==> config.mk <==
export PLATFORM = sky130hd
export DESIGN_NAME = input_debounce
export DESIGN_NICKNAME = d
export VERILOG_FILES = /design/src/rtl/fsm_common_pkg.sv /design/src/rtl/sync_chain.sv /design/src/rtl/input_debounce.sv
export SDC_FILE = /design/constraint.sdc
export NUM_CORES = 1
export LEC_CHECK = 0
export CAP_MARGIN = 20
export CORE_AREA = 2 2 39 41
export CTS_CLUSTER_SIZE = 24
export DETAILED_ROUTE_END_ITERATION = 8
export DIE_AREA = 0 0 41 43
export HOLD_SLACK_MARGIN = 0.02
export SYNTH_ARGS = -nofsm -noshare
export SYNTH_HDL_FRONTEND = slang
export SYNTH_SLANG_ARGS = --single-unit
==> constraint.sdc <==
create_clock -name clk -period 1.9 [get_ports clk]
set_input_delay 0.38 -clock clk [delete_from_list [all_inputs] [get_ports clk]]
set_output_delay 0.38 -clock clk [all_outputs]
set_load 0.03 [all_outputs]
==> src/rtl/fsm_common_pkg.sv <==
// rtl/fsm_common_pkg.sv - state encodings and constants shared by the debouncer and level FSM
package fsm_common_pkg;

    typedef enum logic {
        ST_STABLE  = 1'b0,
        ST_CONFIRM = 1'b1
    } deb_state_t;

    localparam int DEFAULT_DEBOUNCE_CYCLES = 16;

    // Level-tracking FSM fed by level_out
    typedef enum logic {
        LV_LOW  = 1'b0,
        LV_HIGH = 1'b1
    } lvl_state_t;

endpackage

==> src/rtl/sync_chain.sv <==
// rtl/sync_chain.sv - multi-flop synchroniser for one asynchronous pin
module sync_chain #(
    parameter int   STAGES      = 2,
    parameter logic RESET_LEVEL = 1'b0
) (
    input  logic clk,
    input  logic rst_n,
    input  logic d,
    output logic q
);

    logic [STAGES-1:0] chain;

    always_ff @(posedge clk or negedge rst_n) begin
        if (!rst_n) begin
            chain <= {STAGES{RESET_LEVEL}};
        end else begin
            chain <= {chain[STAGES-2:0], d};
        end
    end

    assign q = chain[STAGES-1];

endmodule

==> src/rtl/input_debounce.sv <==
// rtl/input_debounce.sv - synchronise, debounce and edge-detect one raw input pin
module input_debounce
    import fsm_common_pkg::*;
#(
    parameter int   SYNC_STAGES     = 2,
    parameter int   DEBOUNCE_CYCLES = DEFAULT_DEBOUNCE_CYCLES,
    parameter logic RESET_LEVEL     = 1'b0,
    parameter int   CNT_W           = $clog2(DEBOUNCE_CYCLES + 1)
) (
    input  logic clk,
    input  logic rst_n,
    input  logic raw_in,
    output logic level_out,
    output logic rise_pulse,
    output logic fall_pulse,
    output logic busy
);

    localparam logic [CNT_W-1:0] CNT_LAST = CNT_W'(DEBOUNCE_CYCLES - 1);
    localparam logic [CNT_W-1:0] CNT_ONE  = CNT_W'(1);

    logic             s;
    deb_state_t       state, state_n;
    logic [CNT_W-1:0] cnt, cnt_n;
    logic             level_n;

    sync_chain #(
        .STAGES      (SYNC_STAGES),
        .RESET_LEVEL (RESET_LEVEL)
    ) u_sync (
        .clk   (clk),
        .rst_n (rst_n),
        .d     (raw_in),
        .q     (s)
    );

    always_comb begin
        state_n = state;
        cnt_n   = cnt;
        level_n = level_out;
        case (state)
            ST_STABLE: begin
                cnt_n = '0;
                if (s != level_out) begin
                    // A single-sample filter accepts the change without entering CONFIRM
                    if (DEBOUNCE_CYCLES == 1) begin
                        level_n = s;
                    end else begin
                        cnt_n   = CNT_ONE;
                        state_n = ST_CONFIRM;
                    end
                end
            end
            ST_CONFIRM: begin
                if (s == level_out) begin
                    cnt_n   = '0;
                    state_n = ST_STABLE;
                end else if (cnt == CNT_LAST) begin
                    level_n = s;
                    cnt_n   = '0;
                    state_n = ST_STABLE;
                end else begin
                    cnt_n = cnt + CNT_ONE;
                end
            end
            default: begin
                cnt_n   = '0;
                state_n = ST_STABLE;
            end
        endcase
    end

    always_ff @(posedge clk or negedge rst_n) begin
        if (!rst_n) begin
            state      <= ST_STABLE;
            cnt        <= '0;
            level_out  <= RESET_LEVEL;
            rise_pulse <= 1'b0;
            fall_pulse <= 1'b0;
            busy       <= 1'b0;
        end else begin
            state      <= state_n;
            cnt        <= cnt_n;
            level_out  <= level_n;
            rise_pulse <= level_n & ~level_out;
            fall_pulse <= ~level_n & level_out;
            busy       <= (state_n == ST_CONFIRM);
        end
    end

endmodule

After elaboration in Yosys (flattened, before gate mapping)
Cells that the tools add are included.
{"block": "op_classes", "n_eq_ne": 3, "magnitude_cmp": 0, "n_div": 0, "bitwise_logic": 5, "n_shift": 0, "add_sub_neg": 1, "multipliers": 0, "mux": 11, "n_reduce_logical": 0}
{"operator": "$mux W5", "n": 2}
{"operator": "$pmux W5 S2", "n": 1}
{"operator": "$mux W1", "n": 7}
{"operator": "$add A5 B1 Y5 const B", "n": 1}
{"operator": "$eq A5 B4 Y1 const B", "n": 1}
{"operator": "$not A1 Y1", "n": 3}
{"operator": "$and A1 B1 Y1", "n": 2}
{"operator": "$pmux W1 S2", "n": 1}
{"operator": "$eq A1 B1 Y1", "n": 1}
{"operator": "$ne A1 B1 Y1", "n": 1}
{"block": "word_totals", "ff_bits": 11, "wordCells": 26, "input_bits": 3, "output_inout_bits": 4, "latch_bits": 0, "ramBits": 0, "romBits": 0, "memories": 0}

Longest topological paths before layout
{"block": "logic_depth", "word_depth": 6, "ltp_mapped": 4, "depth_no_buf": 4}

By module
A second synthesis with hierarchy kept.
{"block": "hier_totals", "hier_cells": 32, "hier_area_um2": 434.2}
{"mod": "input_debounce", "instances": 1, "cells_per_inst": 30, "area_each_um2": 384.1, "seq_area_each_um2": 225.2}
{"mod": "sync_chain", "instances": 1, "cells_per_inst": 2, "area_each_um2": 50.0, "seq_area_each_um2": 50.0}

Worst setup path before layout
OpenSTA, ideal clock, no wires.
{"block": "synth_path", "path_kind": "register to register", "startpoint": "register cnt[0]", "endpoint": "register level_out", "synth_period_minus_slack_ns": 1.338, "path_buffers": 0, "arrival_time_ns": 1.213, "path_stages_with_launch": 5, "path_slack_ns": 0.562, "required_ns": 1.775, "setup_ns": 0.125, "cell_sequence": "dfrtp_1 -> ha_1 -> and4b_1 -> nand2_2 -> mux2_4"}
{"block": "synth_via", "elab_chain_cells": 4}
{"item": "start, declared", "line": "input_debounce.sv:24", "source": "logic [CNT_W-1:0] cnt, cnt_n;"}
{"item": "start signal, assigned", "line": "input_debounce.sv:83", "source": "cnt <= cnt_n;"}
{"item": "$eq A5 B4 Y1", "line": "input_debounce.sv:58", "source": "end else if (cnt == CNT_LAST) begin"}
{"item": "$mux W1", "line": "input_debounce.sv:58"}
{"item": "$mux W1", "line": "input_debounce.sv:55", "source": "if (s == level_out) begin"}
{"item": "$mux W1", "line": "input_debounce.sv:41", "source": "case (state)"}
{"item": "named net level_n", "line": "input_debounce.sv:25", "source": "logic level_n;"}
{"item": "end signal, assigned", "line": "input_debounce.sv:84", "source": "level_out <= level_n;"}
{"item": "end, declared", "line": "input_debounce.sv:13", "source": "output logic level_out,"}
The timed path passes the listed nets, and every way through them passes these cells.

Worst setup path after layout
{"block": "layout_path", "startpoint": "register level_out", "endpoint": "output level_out"}
No word-level cell between the ends.

==> summary.md <==
| Metric | Value |
|---|---|
| Outcome | `completed` |
| Final global-route overflow total | `0` |
| Highest clock rate | `573 MHz` |
| Critical path buffers and inverters | `1` |
| Top delay family on crit path | `buffers and inverters` |
| Root Buffer | `clkbuf_4` |
| Sum Neg Setup Slack | `0 ps` |
| Yosys reg bits | `11` |
| Fraction of layout cells with a size suffix above 1 | `0.114` |
| # rows | `14` |
| Final nets | `between 40 and 50` |
| Critical-path cell list | `clkdlybuf4s50_1` |
| Critical Path AT | `between 1000 and 1500 ps` |
| Synth top area cells | `dfrtp_1, nor3b_1, mux2_4` |
| PwrDens | `788 nW/µm²` |
| Crit path time final | `1750 ps` |
| Critical Path End Type | `output pin` |
| Final setup violating endpoints | `0` |
| Post-synthesis instance area | `432 µm²` |
| Die width | `41 µm` |
| Worst slew pin tran | `approximately 470 ps` |
| Largest net degree at the start of global routing | `12` |
| Critical Path RT | `around 1500 ps` |
| Final worst slack | `155 ps` |
| Clock transition at path regs | `70 ps` |
| Routed wire length on met2 | `285 µm` |
| Avg WL per Cell | `11.5 µm` |
| Final core occ | `0.389` |
| Antenna violations before repair | `0` |
| DR vias | `273` |
| Post-route ant nets | `0` |
| Max Root-Sink Buffers | `2` |
| CP max stage delay | `690 ps` |
| Mean Syn Cell Area | `12.7 µm²` |
| Final GP Congestion | `0.695` |
| Worst slew margin | `0.688` |
| Post-CTS Setup Inserts | `0` |
| Syn nets | `38` |
| Routed WL | `approximately 690 µm` |
| Highest-delay cell along the critical path | `clkdlybuf4s50_1` |
| Core area | `around 1400 µm²` |
| Die footprint | `about 1800 µm²` |
| WHS | `350 ps` |
| Initial DRT Pass Iterations | `2` |
| Die Ht | `43 µm` |
| Avg Vias per Cell | `4.55` |
| Hold Path Class | `reg -> reg` |
| Diode count | `0` |
| Met1 wire length | `339 µm` |
| Synth top area share | `0.638` |
| HPWL Detailed | `509 µm` |
| First-pass GRT wire length | `approximately 1300 µm` |
| Detailed Route Iter0 Violations | `7` |
| Max-capacitance violation count | `0` |
| Num ports | `7` |
| Peak supply drop | `approximately 0.4 mV` |
| Buffers added on ports | `6` |
| Synth cell types | `16` |
| WS Path Type | `reg -> out` |
| Num CTS Buffers | `3` |
| Dpl ws | `437 ps` |
| Hold Vio Cnt, Final | `0` |
| Clock Skews | `7.70 ps` |
| H-Tree Depth | `1` |
| Clock sinks | `11` |
| PostCTS Resize Cnt | `0` |
| Synth-to-Final Area Change | `24.6%` |
| Top sig layer | `met4` |
| RSZ-0062 raised after global routing | `false` |
| Crit-path max FO | `5` |
| Worst-skew pair later-pin latency | `around 270 ps` |
| Startpoint Class | `flip-flop` |
| Hold buffers post-CTS | `0` |
| Post-Syn Instances | `34` |
| DR WL met3 | `between 20 and 30 µm` |
| Tot GR Track Use | `0.118` |
| TritonCTS clock tree | `built` |
| Syn. warnings | `0` |
| Tcrit/Tclk final | `0.919` |
| Pins Over Slew Limit | `0` |
| Initial Utilization | `0.312` |
| Register area share after synthesis | `0.638` |
| Vias in the first global route | `294` |
| Leading area contributor after synthesis | `dfrtp_1` |
| Remaining DRCs | `0` |
| Fill cell count | `146` |
| Leakage | `approximately 0.23 nW` |
[cells in the mapped netlist]
cell	n
a31oi_1	1
and2_1	1
and3_1	1
and4b_1	1
dfrtp_1	11
ha_1	1
mux2_4	1
nand2_1	4
nand2_2	1
nand2b_1	2
nand3_1	2
nand4b_1	1
nor2_1	2
nor3b_1	3
xnor2_1	1
xor2_1	1
[layout make-up]
cell class	count	area, µm²	share of cell area
clock buffers	4	26.3	0.0488
repair buffers	6	60.1	0.112
multi-input cells	23	156	0.291
flip-flops and latches	11	275	0.512
well taps	16	20.0	0.0372
[worst paths after layout]
check | from | endpoint | slack [ps] | depth (start not counted)
max | level_out$_DFF_PN0_ | level_out | 150 | 1
min | u_sync.chain[0]$_DFF_PN0_ | u_sync.chain[1]$_DFF_PN0_ | 350 | 0
max reg2reg | cnt[0]$_DFF_PN0_ | level_out$_DFF_PN0_ | 460 | 4
min reg2reg | u_sync.chain[0]$_DFF_PN0_ | u_sync.chain[1]$_DFF_PN0_ | 350 | 0
max in group asynchronous | rst_n | cnt[3]$_DFF_PN0_ | 1150 | 1
min in group asynchronous | rst_n | fall_pulse$_DFF_PN0_ | 430 | 1
[per-layer routing]
layer | global-route usage | vias up
met5 | 0 | -
met4 | 0.120 | 0
met3 | 0.0314 | 5
met2 | 0.153 | 7
met1 | 0.146 | 124
li1 | - | 137
[worst reg2reg max path, stage by stage (launching register included)]
cell and delay (ps):
dfrtp_1 410, ha_1 260, and4b_1 210, nand2_2 120, mux2_4 310
[registers in the layout (all words and copies together), names as in the netlist]
name,count
level_out,1
rise_pulse,1
state,1
cnt,5
u_sync.chain,2
fall_pulse,1
[metrics by stage]
step                instances  total power, W  area [µm²]
global route               60        0.000450         538
detailed placement         56        0.000273         512
CTS                        60        0.000430         538
global placement           56        0.000273         512
floorplan                  34        0.000260         432
finish                     60        0.000424         538
[cell families after synthesis]
logic type,Yosys count,share of synthesized area
and+or+nand+nor,18,0.243
DFF,11,0.638
xor gates and xnor gates,2,0.0406
AOI/OAI and AO/OA,1,0.0145
muxes,1,0.0348
adders and majority gates,1,0.0290
[report_power, final]
group | internal [W] | switching, W | leakage [nW] | total (W)
Combinational | 0.0000106 | 0.0000116 | 0.0748 | 0.0000222
Clock | 0.0000812 | 0.0000750 | 0.0150 | 0.000156
Sequential | 0.000240 | 0.00000555 | 0.144 | 0.000246
Total | 0.000332 | 0.0000922 | 0.234 | 0.000424
[placed cells by master, fill, tap and decap left out]
cell type / netlist / layout
nand2_1: 4 / 4
nor2_1: 2 / 2
clkdlybuf4s50_1: 0 / 6
and3_1: 1 / 1
a31oi_1: 1 / 1
nor3b_1: 3 / 3
clkbuf_1: 0 / 1
dfrtp_1: 11 / 11
nand2_2: 1 / 1
mux2_4: 1 / 1
and4b_1: 1 / 1
and2_1: 1 / 1
clkbuf_4: 0 / 3
ha_1: 1 / 1
xnor2_1: 1 / 1
nand3_1: 2 / 2
nand2b_1: 2 / 2
nand4b_1: 1 / 1
xor2_1: 1 / 1
No activity file was read; power rests on OpenSTA's default activity.
